File: src/rtl/speed_tick_gen.sv
// speed_tick_gen: geometric-rate tick generator with run-time level select and pause
// Optional feature macro: SPEED_SQUARE_OUT_EN (per-level square-wave outputs on speed)
// Ports:
//   clk    in   system clock, all state on rising edge
//   reset  in   synchronous active-high reset
//   up     in   one-cycle request: one level faster (saturates at 0)
//   down   in   one-cycle request: one level slower (saturates at LEVELS-1)
//   pause  in   level-sensitive freeze of all counters; tick forced low
//   level  out  current level
//   tick   out  registered one-cycle strobe at the selected level's rate
//   speed  out  per-level 50% square waves, or all zero without the macro
module speed_tick_gen #(
    parameter int BASE_DIV = 50,
    parameter int RATIO = 2,
    parameter int LEVELS = 4,
    parameter int INIT_LEVEL = 0,
    localparam int LW = (LEVELS > 1) ? $clog2(LEVELS) : 1
) (
    input  logic              clk,
    input  logic              reset,
    input  logic              up,
    input  logic              down,
    input  logic              pause,
    output logic [LW-1:0]     level,
    output logic              tick,
    output logic [LEVELS-1:0] speed
);
    localparam int PW = $clog2(BASE_DIV);
    localparam int CW = $clog2(RATIO);

    logic [PW-1:0]     pre;
    logic [LEVELS-1:0] stb;
    logic [LW-1:0]     level_nx;

    assign stb[0] = (pre == PW'(BASE_DIV - 1)) && !pause;

    always_ff @(posedge clk) begin
        if (reset)
            pre <= '0;
        else if (!pause)
            pre <= stb[0] ? '0 : pre + PW'(1);
    end

    // Each stage divides the previous stage's strobe by RATIO; the whole chain
    // free-runs regardless of level, so switching levels stays phase-coherent.
    genvar k;
    for (k = 1; k < LEVELS; k++) begin : g_stage
        logic [CW-1:0] c;
        assign stb[k] = stb[k-1] && (c == CW'(RATIO - 1));
        always_ff @(posedge clk) begin
            if (reset)
                c <= '0;
            else if (stb[k-1])
                c <= (c == CW'(RATIO - 1)) ? '0 : c + CW'(1);
        end
    end

    always_comb begin
        level_nx = (up && !down && level != '0) ? level - LW'(1) :
                   (down && !up && level != LW'(LEVELS - 1)) ? level + LW'(1) : level;
    end

    // tick selects with the level being loaded on this same edge
    always_ff @(posedge clk) begin
        if (reset) begin
            level <= LW'(INIT_LEVEL);
            tick  <= 1'b0;
        end else begin
            level <= level_nx;
            tick  <= stb[level_nx];
        end
    end

`ifdef SPEED_SQUARE_OUT_EN
    always_ff @(posedge clk) begin
        if (reset)
            speed <= '0;
        else
            speed <= speed ^ stb;
    end
`else
    assign speed = '0;
`endif
endmodule

File: config.mk
export PLATFORM = sky130hd
export DESIGN_NAME = speed_tick_gen
export DESIGN_NICKNAME = d
export VERILOG_FILES = /design/src/rtl/speed_tick_gen.sv
export SDC_FILE = /design/constraint.sdc
export NUM_CORES = 1
export LEC_CHECK = 0
export ABC_AREA = 1
export CAP_MARGIN = 20
export CORE_MARGIN = 4
export CORE_UTILIZATION = 48
export CTS_BUF_LIST = sky130_fd_sc_hd__clkbuf_2 sky130_fd_sc_hd__clkbuf_4 sky130_fd_sc_hd__clkbuf_8
export DETAILED_ROUTE_END_ITERATION = 6
export GPL_TIMING_DRIVEN = 1
export HOLD_SLACK_MARGIN = 0.12
export PLACE_DENSITY = 0.81
export SLEW_MARGIN = 20
export SYNTH_ARGS = -nofsm -noshare
export SYNTH_HDL_FRONTEND = slang
export SYNTH_SLANG_ARGS = --single-unit
File: constraint.sdc
create_clock -name clk -period 1.2 [get_ports clk]
set_input_delay 0.24 -clock clk [delete_from_list [all_inputs] [get_ports clk]]
set_output_delay 0.24 -clock clk [all_outputs]
set_load 0.02 [all_outputs]
# [After elaboration in Yosys (flattened, before gate mapping)]
# Index checks and enable logic that the tools add are counted.
[op_classes] addsub=6 magnitude_cmp=1 n_eq_ne=2 mux=8 n_reduce_logical=12
[ops] operator="logical AND 1 bit" count=8
[ops] operator="adder 6 x 1 -> 6 bit (second input constant)" count=1
[ops] operator="== test 6 bit (second input constant)" count=1
[ops] operator="2-to-1 mux 6 bit" count=1
[ops] operator="2-to-1 mux 1 bit" count=4
[ops] operator="2-to-1 mux 2 bit" count=2
[ops] operator="adder 1 bit (second input constant)" count=3
[ops] operator="zero test 1 bit" count=3
[ops] operator="< comparator 2 x 3 -> 1 bit (second input constant)" count=1
[ops] operator="adder 2 x 1 -> 2 bit (second input constant)" count=1
[ops] operator="binary-select mux 1 bit (select 2 bit)" count=1
[ops] operator="inequality test 2 bit (second input constant)" count=1
[ops] operator="nonzero test 2 bit" count=1
[ops] operator="subtractor 2 x 1 -> 2 bit (second input constant)" count=1
[totals] reg_bits=12 elab_cells=35

# [Depth between registers and ports, before layout]
# Gate-level depths: netlist of run 1.
[depth] depth_word=7 mapped_depth=10 mapped_depth_nobuf=10

# [Least setup slack after synthesis of run 1]
# No wires, ideal clock.
[synth_path] path_type="register to register" start="reg level[0]" end="reg tick" arrival_ns=1.330 required_ns=1.088 slack_ns=-0.242 stages_incl_launch_ff=9 path_buffers=0 path_cell_list="dfxtp_1 -> inv_1 -> ha_1 -> nand3b_4 -> or2_1 -> nand2_2 -> nor2_4 -> nand2_1 -> nand2_1"
[synth_via] elab_chain_len=6
[synth_rtl] element="from (decl)" line="24" source="output logic [LW-1:0] level,"
[synth_rtl] element="from (signal assigned)" line="66" source="level <= LW'(INIT_LEVEL);"
[synth_rtl] element="from (signal assigned)" line="69" source="level <= level_nx;"
[synth_rtl] element="branches (longest 3 deep; another with adder 2 x 1 -> 2 bit)"
[synth_rtl] element="2-to-1 mux 2 bit *" line="59" source="level_nx = (up && !down && level != '0) ? level - LW'(1) :"
[synth_rtl] element="binary-select mux 1 bit (select 2 bit) *" line="70" source="tick <= stb[level_nx];"
[synth_rtl] element="2-to-1 mux 1 bit (implied by the code) *" line="70"
[synth_rtl] element="to (signal assigned)" line="70"
[synth_rtl] element="to (decl)" line="25" source="output logic tick,"
# Every way passes the cells marked *. The select of a mux whose other input is x is not followed.
# A chain may end at the register's enable or synchronous reset.

# [Worst setup path after layout of run 1]
# Same ends and word-level chain as after synthesis.

==> flow_summary.json, run 1 <==
{
  "ioPinCount": 12,
  "final_util_pct": 69.4,
  "cts_tree": "built",
  "synth_area_leader_cell": "dfxtp_1",
  "cp_max_fo": 4,
  "required_ns": 1.38,
  "clk_pin_slew_ns": 0.08,
  "grt_start_max_net_pins": 7,
  "setup_violations": 2,
  "outcome": "finished with violations",
  "cts_buffers": 3,
  "crit_path_end_kind": "flop",
  "ys_seq_area_share_pct": 34.0,
  "fmax_ghz": 0.786,
  "power_frac_seq_pct": 48.1,
  "gp_congestion": 0.797,
  "setup_tns_ns": -0.105,
  "violations": "setup timing",
  "synth.area.top_cells": "dfxtp_1 34%, nand2_1 8.5%, ha_1 7.1%",
  "dr.pass1.iters": 4,
  "drt-total-wl_mm": 1.51,
  "track_usage_pct": 14.9,
  "pre_cts_slack_ns": -0.269,
  "clock-root-buffer": "clkbuf_4",
  "avgViaCountPerCell": 4.87,
  "pwr-share-clk_pct": 28.4,
  "critPathLaunchType": "flop",
  "switching_share_pct": 29.9,
  "core-area_um2": 1350,
  "synth_area_um2": 706,
  "crit_arrival_ns": 1.45,
  "fin_worst_skew_ns": 0.00198,
  "die_h_um": 46.3,
  "worst_hold_slack_ns": 0.353,
  "cellLeakagePower_nw": 0.465,
  "drc": 0,
  "yosysWarnings": 0,
  "insertedDiodeCount": 0,
  "synth_top_area_share_pct": 34.0,
  "fillCellCount": 105,
  "synth.distinct_cells": 25,
  "vdd_ir_drop_max_uv": 572,
  "num_rows": 13,
  "netlist_instances": 92,
  "drv_slew": 0,
  "htree_levels": 1,
  "dp_hpwl_mm": 1.09,
  "clk_latency_ns": 0.27,
  "drv_cap": 0,
  "fin_nets": 122,
  "areaGrowthSynthToFinish_pct": 32.8,
  "dpl-instance-area_um2": 863,
  "finalInstanceArea_um2": 937,
  "dieArea_um2": 2150,
  "grt_pass1_vias": 521,
  "grt_pass1_wl_mm": 2.18,
  "rsz0062_at_grt": "yes",
  "die_w_um": 46.3,
  "p_switching_mw": 0.267,
  "gr-total-overflow": 0,
  "combinationalPowerShare_pct": 23.5,
  "synth_seq_cells": 12,
  "io_buffers": 7,
  "drtAntennaViolNets": 0,
  "hold_viol_final": 0,
  "avgSynthCellArea_um2": 7.67,
  "clock_sinks": 12,
  "total_power_mw": 0.893,
  "vias": 613,
  "cts_buffer_depth": 2,
  "post-place-cells": 122,
  "hold_path.class": "input port to flop",
  "wl_per_cell_um": 12.0,
  "drive_above_1_share_pct": 36.9,
  "antenna_found_initial": 0,
  "finalCritPeriodShare_pct": 106,
  "power_density_nw_per_um2": 953,
  "drt_iter0_drc": 9,
  "p_int_mw": 0.625,
  "fin_cells": 126,
  "min_period_ns": 1.27,
  "start_util_pct": 52.3,
  "postLayoutSetupSlackWorst_ns": -0.0729,
  "critPathKind": "flop to flop"
}
==> flip-flops by register name (all words and copies together), names as in the netlist <==
name       flops
g_stage.c      3
level          2
pre            6
tick           1
==> power groups by stage <==
stage	combinational [mW]	clock (mW)	sequential, mW
global placement	0.188	0	0.433
floorplan	0.114	0	0.445
finish	0.210	0.253	0.429
CTS	0.200	0.251	0.426
detailed placement	0.198	0	0.434
global route	0.232	0.275	0.432
==> what timing repair did <==
| item | in CTS | in global routing |
|---|---|---|
| gates resized for setup | 5 | 14 |
| hold buffers | 0 | 0 |
| setup buffers | 1 | 0 |
| pin swaps | 2 | 6 |
| setup endpoints to repair | 7 | 12 |
==> layout by cell type (no fill, tap or decap) <==
cell type        instances
nor3b_2                  1
clkdlybuf4s15_1          1
nor2_4                   3
ha_4                     2
or2_1                    1
dlymetal6s2s_1           1
conb_1                   4
nand4_4                  1
clkdlybuf4s50_1          3
nand2_1                 15
dfxtp_4                  2
buf_4                   10
nor2_2                   2
nor2_1                   8
a21oi_1                  2
clkinv_1                 1
dlygate4sd2_1            2
dfxtp_2                  2
ha_1                     2
nand3b_4                 1
clkbuf_4                 3
inv_4                    1
nand3_2                  3
nand3_1                  6
o32ai_1                  1
nor3b_1                  1
inv_2                    6
nand4_2                  1
inv_1                    9
dfxtp_1                  8
xor2_1                   2
nand2_2                  3
o21ai_1                  2
nand4_1                  1
==> layer usage <==
| layer | track usage [%] | routed length [um] | up-vias |
|---|---|---|---|
| met4 | 6.82 | 34 | 0 |
| li1 | - | - | 318 |
| met2 | 26.4 | 809 | 20 |
| met3 | 3.52 | 81 | 6 |
| met1 | 16.4 | 587 | 269 |
| met5 | 0 | 0 | - |
==> path summary, 6_finish.rpt <==
check | startpoint | endpoint | slack [ns] | depth (start not counted)
max reg2reg | level[0]$_SDFF_PP0_ | tick$_SDFF_PP0_ | -0.07 | 8
max | level[0]$_SDFF_PP0_ | tick$_SDFF_PP0_ | -0.07 | 8
min reg2reg | g_stage[2].c$_SDFFE_PP0P_ | g_stage[2].c$_SDFFE_PP0P_ | 0.51 | 2
min | pause | pre[0]$_SDFFE_PP0N_ | 0.35 | 3
==> worst max-delay path: stages (launching register included) <==
cell and delay [ns]:
dfxtp_4 0.38, inv_4 0.04, ha_4 0.14, nand3b_4 0.17, or2_1 0.24, nand2_2 0.09
nor2_4 0.04, nand2_1 0.04, nand2_1 0.04
==> cells in the mapped netlist, drive strengths merged <==
| master | instances |
|---|---|
| nor2 | 13 |
| nand2 | 18 |
| dfxtp | 12 |
| nor3b | 2 |
| nand3b | 1 |
| xor2 | 2 |
| o21ai | 2 |
| inv | 15 |
| buf | 4 |
| or2 | 1 |
| clkinv | 2 |
| a21oi | 2 |
| ha | 4 |
| nand3 | 9 |
| nand4 | 3 |
| o32ai | 1 |
| conb | 1 |
==> cells by family (layout without fill, tap and decap cells) <==
family,after synthesis,after routing,synth area share [%]
AND/OR/NAND/NOR,47,47,38.5
buffers and inverters,21,37,13.3
flip-flops,12,12,34.0
AO/OA/AOI/OAI,5,5,4.08
adder cells (fa/ha/maj),4,4,7.09
XOR/XNOR,2,2,2.48
other,1,4,0.531
==> layout make-up <==
| type | instances | area [um2] | area share (%) |
|---|---|---|---|
| Multi-Input combinational cell | 62 | 434 | 46.3 |
| Sequential cell | 12 | 250 | 26.7 |
| Timing Repair Buffer | 17 | 145 | 15.5 |
| Inverter | 17 | 66.3 | 7.08 |
| Clock buffer | 3 | 22.5 | 2.40 |
| Tap cell | 15 | 18.8 | 2.00 |
No activity file was read; power rests on OpenSTA's default activity.
==> inputs of run 2 (changes only) <==
--- a/config.mk
+++ b/config.mk
@@ -12,7 +12,6 @@
 export CTS_BUF_LIST = sky130_fd_sc_hd__clkbuf_2 sky130_fd_sc_hd__clkbuf_4 sky130_fd_sc_hd__clkbuf_8
 export DETAILED_ROUTE_END_ITERATION = 6
 export GPL_TIMING_DRIVEN = 1
-export HOLD_SLACK_MARGIN = 0.12
 export PLACE_DENSITY = 0.81
 export SLEW_MARGIN = 20
 export SYNTH_ARGS = -nofsm -noshare
==> results of run 2 <==
No change in the layout: final DEF, timing and power equal those of run 1.
==> inputs of run 3 (changes only) <==
--- a/config.mk
+++ b/config.mk
@@ -7,8 +7,11 @@
 export LEC_CHECK = 0
 export ABC_AREA = 1
 export CAP_MARGIN = 20
+export CELL_PAD_IN_SITES_DETAIL_PLACEMENT = 0
+export CELL_PAD_IN_SITES_GLOBAL_PLACEMENT = 1
+export CORE_ASPECT_RATIO = 1.4
 export CORE_MARGIN = 4
-export CORE_UTILIZATION = 48
+export CORE_UTILIZATION = 35
 export CTS_BUF_LIST = sky130_fd_sc_hd__clkbuf_2 sky130_fd_sc_hd__clkbuf_4 sky130_fd_sc_hd__clkbuf_8
 export DETAILED_ROUTE_END_ITERATION = 6
 export GPL_TIMING_DRIVEN = 1
==> constraint.sdc (replaced) <==
create_clock -name clk -period 1.2 [get_ports clk]
set_input_delay 0.24 -clock clk [delete_from_list [all_inputs] [get_ports clk]]
set_output_delay 0.24 -clock clk [all_outputs]
set_load 0.01 [all_outputs]
==> flow_summary.json, run 3 (synthesis results as in run 1) <==
{
  "outcome": "finished with violations",
  "fin_nets": 124,
  "rsz0062_at_grt": "yes",
  "crit_top_cell": "nand2_1",
  "core-area_um2": 1950,
  "track_usage_pct": 12.2,
  "regArea_um2": 248,
  "power_frac_seq_pct": 44.2,
  "multi_input_area_um2": 450,
  "finalCritPeriodShare_pct": 105,
  "vias": 627,
  "drt_iter0_drc": 5,
  "vdd_ir_drop_max_uv": 620,
  "critPathLaunchType": "flop",
  "avgViaCountPerCell": 4.64,
  "crit_path_end_kind": "flop",
  "die_h_um": 61.1,
  "clk_pin_slew_ns": 0.08,
  "cts_buffer_depth": 2,
  "switching_share_pct": 27.0,
  "setup_violations": 1,
  "use_met2_pct": 22.4,
  "htree_levels": 1,
  "drc": 0,
  "fmax_ghz": 0.794,
  "mostFrequentLayoutCells": "14 x nand2_1, 12 x buf_4, 8 x inv_1, 8 x dfxtp_1",
  "cellLeakagePower_nw": 0.487,
  "fillCellCount": 201,
  "ioPinCount": 12,
  "final_common_cell": "nand2_1",
  "die_w_um": 46.0,
  "grt_start_max_net_pins": 8,
  "p_int_mw": 0.709,
  "gr-total-overflow": 0,
  "dieArea_um2": 2810,
  "hold_viol_final": 0,
  "worst_hold_slack_ns": 0.359,
  "path_buf_inv": 1,
  "insertedDiodeCount": 0,
  "drv_cap": 0,
  "largest_reg_flops": 6,
  "critPathKind": "flop to flop",
  "regMostFlops": "pre",
  "total_power_mw": 0.971,
  "num_rows": 19,
  "antenna_found_initial": 0,
  "finalInstanceArea_um2": 986,
  "dr.pass1.iters": 2,
  "p_switching_mw": 0.263,
  "drt-total-wl_mm": 1.48,
  "cts_buffers": 3,
  "dp_hpwl_mm": 1.11,
  "use_met1_pct": 11.2,
  "slowest_stage": "dfxtp_2",
  "violations": "setup timing",
  "start_util_pct": 36.2,
  "pwr-share-clk_pct": 33.7,
  "gp_congestion": 0.741,
  "cp_max_fo": 4,
  "postLayoutSetupSlackWorst_ns": -0.0599,
  "min_period_ns": 1.26,
  "grt_pass1_vias": 626,
  "clock-root-buffer": "clkbuf_4",
  "clk_latency_ns": 0.28,
  "required_ns": 1.38,
  "wl_per_cell_um": 10.9,
  "top_usage_layer": "met2",
  "final_util_pct": 50.6,
  "cts_tree": "built",
  "crit_arrival_ns": 1.44,
  "hold_path.class": "input port to flop",
  "io_buffers": 7,
  "cp_cell_sequence": "inv_2 > ha_4 > nand3b_4 > or2_1 > nand2_2 > nor2_4 > nand2_1 > nand2_1",
  "clock_sinks": 12,
  "combinationalPowerShare_pct": 22.1,
  "grtUsageMet3_pct": 4.09,
  "cp_top_family": "simple AND/OR/NAND/NOR gates",
  "drtAntennaViolNets": 0,
  "cp_slowest_stage_delay_ns": 0.36,
  "dpl-instance-area_um2": 866,
  "fin_worst_skew_ns": 0.00406,
  "top_regs": "pre (6), g_stage.c (3), level (2)",
  "power_density_nw_per_um2": 985,
  "grt_pass1_wl_mm": 2.44,
  "areaGrowthSynthToFinish_pct": 39.7,
  "drv_slew": 0,
  "drive_above_1_share_pct": 43.0
}
[run 3: cell types whose count changed in the layout (fill, tap and decap cells not counted), sizes merged]
cell,change
buf,+2
clkbuf,+1
clkdlybuf4s15,-1
dlygate4sd2,+1
[run 3: worst paths after layout]
check / from / to / slack (ns) / cells past startpoint
setup / recovery: level[1]$_SDFF_PP0_ / tick$_SDFF_PP0_ / -0.06 / 8
hold reg to reg: g_stage[2].c$_SDFFE_PP0P_ / g_stage[2].c$_SDFFE_PP0P_ / 0.52 / 2
setup reg to reg: level[1]$_SDFF_PP0_ / tick$_SDFF_PP0_ / -0.06 / 8
hold / removal: pause / pre[0]$_SDFFE_PP0N_ / 0.36 / 3
[run 3: cell type report]
class,count,area share [%]
inverter,17,6.73
clock buffer,4,3.68
timing repair buffer,19,16.1
tap,21,2.66
sequential,12,25.1
multi-input combinational,62,45.7
[run 3: tightest hold or removal path: stages]
cell	delay [ns]
dlymetal6s2s_1	0.19
nand3_1	0.10
o21ai_0	0.07
[run 3: stage by stage]
stage | cells | TNS [ns] | setup slack (ns)
2_1_floorplan | 95 | -0.0377 | -0.0377
3_3_place_gp | 129 | -2.22 | -0.276
3_5_place_dp | 129 | -2.52 | -0.281
4_1_cts | 134 | -0.0739 | -0.0672
5_1_grt | 135 | -0.213 | -0.123
6_report | 135 | -0.0599 | -0.0599
[run 3: power groups by stage]
stage | Clock [mW] | Sequential, mW | Combinational (mW)
global placement | 0 | 0.435 | 0.181
detailed placement | 0 | 0.435 | 0.185
finish | 0.327 | 0.430 | 0.215
floorplan | 0 | 0.440 | 0.103
global route | 0.368 | 0.432 | 0.241
CTS | 0.337 | 0.427 | 0.197
[run 3: per-layer routing]
layer	vias to the layer above	part of all wire [%]
met5	-	0
met4	0	1.4
met3	4	4.1
met2	10	56
met1	290	38
li1	323	-
[run 3: repair_timing]
item,4_1_cts,5_1_grt
hold buffers,0,0
gates resized for setup,8,15
setup endpoints to repair,7,11
pin swaps,2,5
setup buffers,1,1
cloned,0,0
==> edit (flow settings as in run 1) <==
Set the parameter `BASE_DIV` to 100 (it was 50).
--- a/src/rtl/speed_tick_gen.sv
+++ b/src/rtl/speed_tick_gen.sv
@@ -12,3 +12,3 @@
 module speed_tick_gen #(
-    parameter int BASE_DIV = 50,
+    parameter int BASE_DIV = 100,
     parameter int RATIO = 2,
Check against the original RTL: no difference found for any inputs over 10 cycles, from zero or initial values and one cycle with reset high; that may be too few to reach the edited logic, so the function may still have changed.
==> edit against run 1 <==
  * The run still ends with negative setup slack left
  * Maximum frequency shrank 5.9%
  * Clock power grew 17%
  * Sequential cell count grew 1
  * Non-clock buffer count grew 2
  * Wire length grew 4.3%
  * Setup slack lost 0.080 ns
  * Clock skew is essentially flat
  * Synthesized area shrank 0.71%
  * First-iteration DRC count grew 56%
  * Sequential share of layout area grew 2.0 points
  * Total power grew 4.7%
  * Worst hold slack gained 0.15 ns
  * Cell area grew 2.0%
  * Largest power group unchanged
==> edit: results (changes against run 1) <==
| Metric | Value |
|---|---|
| Start point of the worst hold path | `pre[6]` |
| Top Registers | `pre (7), g_stage.c (3), level (2)` |
| Post-CTS Setup Bufs | `1 (unchanged)` |
| Number of global-route vias before repair | `594 (+14%)` |
| Routed via count | `676 (+10%)` |
| Distinct cells, synth | `22 (-12%)` |
| Syn_area_per_cell | `7.077 sq um (-7.7%)` |
| Dpl ws | `-0.2749 ns (-0.006230 ns)` |
| Post-Route Setup TNS | `-0.2184 ns (-0.1138 ns)` |
| CP arrival | `1.53 ns (+0.08 ns)` |
| Latest clock arrival within the worst-skew pair | `0.27 ns (about the same)` |
| Syn. warnings | `0 (unchanged)` |
| Total power | `935.1 uW (+4.7%)` |
| Slowest stage delay, CP | `0.38 ns (about the same)` |
| Share of post-route cells with drive strength above 1 | `34.71% (-2.2 points)` |
| H-tree Lvls | `1 (unchanged)` |
| Hold Path Sink | `pre[6]` |
| WHS Path Cells | `2 (-1)` |
| First-pass GRT wire length | `2.256 mm (+3.5%)` |
| # diodes | `0 (unchanged)` |
| Final setup margin | `-0.1526 ns (-0.07968 ns)` |
| Psw | `256.1 uW (-4.2%)` |
| Reg2reg end | `tick` |
| Routed len/inst | `11.60 um (-3.4%)` |
| Power Combinational | `179 uW (-15%)` |
| P_seq | `462 uW (+7.7%)` |
| CTS Buf Count | `3 (unchanged)` |
| Post-synth top cells | `nand2_1, inv_1, dfxtp_1` |
| Worst-case clock skew | `0.002367 ns (+0.0003856 ns)` |
| Gpl congestion | `0.7884 (-1.1%)` |
| Critical Path Sink | `tick` |
| Final #Nets | `130 (+6.6%)` |
| Class of the worst hold path | `reg2reg` |
| Leak | `0.4212 nW (-9.5%)` |
| Initial antenna violation count | `0 (unchanged)` |
| Global-route usage over all layers | `15.10% (+0.24 points)` |
| Fillers | `110 (+4.8%)` |
| Setup-failing EPs final | `3 (+1)` |
| Post-CTS Resized | `10 (+5)` |
| Longest Clk Path Bufs | `2 (unchanged)` |
| First-pass detailed-route iteration total | `4 (unchanged)` |
| Sequential element share of the synthesized area | `37.14% (+3.1 points)` |
| Worst hold slack | `0.5050 ns (+0.1517 ns)` |
| Peak supply drop | `0.0006922 V (+21%)` |
| Total Wirelength | `1.578 mm (+4.3%)` |
| Largest net degree at the start of global routing | `8 (+1)` |
| Cell Area, Placed | `833.3 sq um (-3.5%)` |
| Initial DRC Count | `14 (+5)` |
| Ranking of synthesized cells by area | `dfxtp_1, nand2_1, inv_1` |
| HPWL after detailed placement | `1.018 mm (-6.9%)` |
| Cell taking the most area after synthesis | `dfxtp_1` |
| Failing checks | `negative setup slack` |
| Port Buffers | `7 (unchanged)` |
| Ys async rst share | `0% (unchanged)` |
| Status | `complete, but fails checks` |
==> edit: metal layers <==
metal  GRT usage, %  up-vias  wire length, um
met5              0        -                0
met4          8.523        0               39
met3          5.078        6              114
met2          24.18       26              802
met1          17.33      299              622
li1               -      345                -
==> edit: area by class of cell <==
| cell class | count | area (sq um) | area share, % |
|---|---|---|---|
| inverter | 16 | 60.06 | 6.283 |
| clock buffer | 4 | 30.03 | 3.141 |
| multi-input combinational | 69 | 420.4 | 43.98 |
| sequential | 13 | 274.0 | 28.66 |
| tap | 15 | 18.77 | 1.963 |
| timing repair buffer | 19 | 152.6 | 15.97 |
==> edit: kinds of logic (layout without fill, tap and decap cells) <==
group,count (synthesis),after routing,share of synthesized area [%]
AOI/OAI and AO/OA,7,7,5.356
other,1,4,0.5352
and+or+nand+nor,52,52,35.00
DFF,13,13,37.14
adders and majority gates,3,3,5.358
xor gates and xnor gates,3,3,3.751
buffers and inverters,20,39,12.86
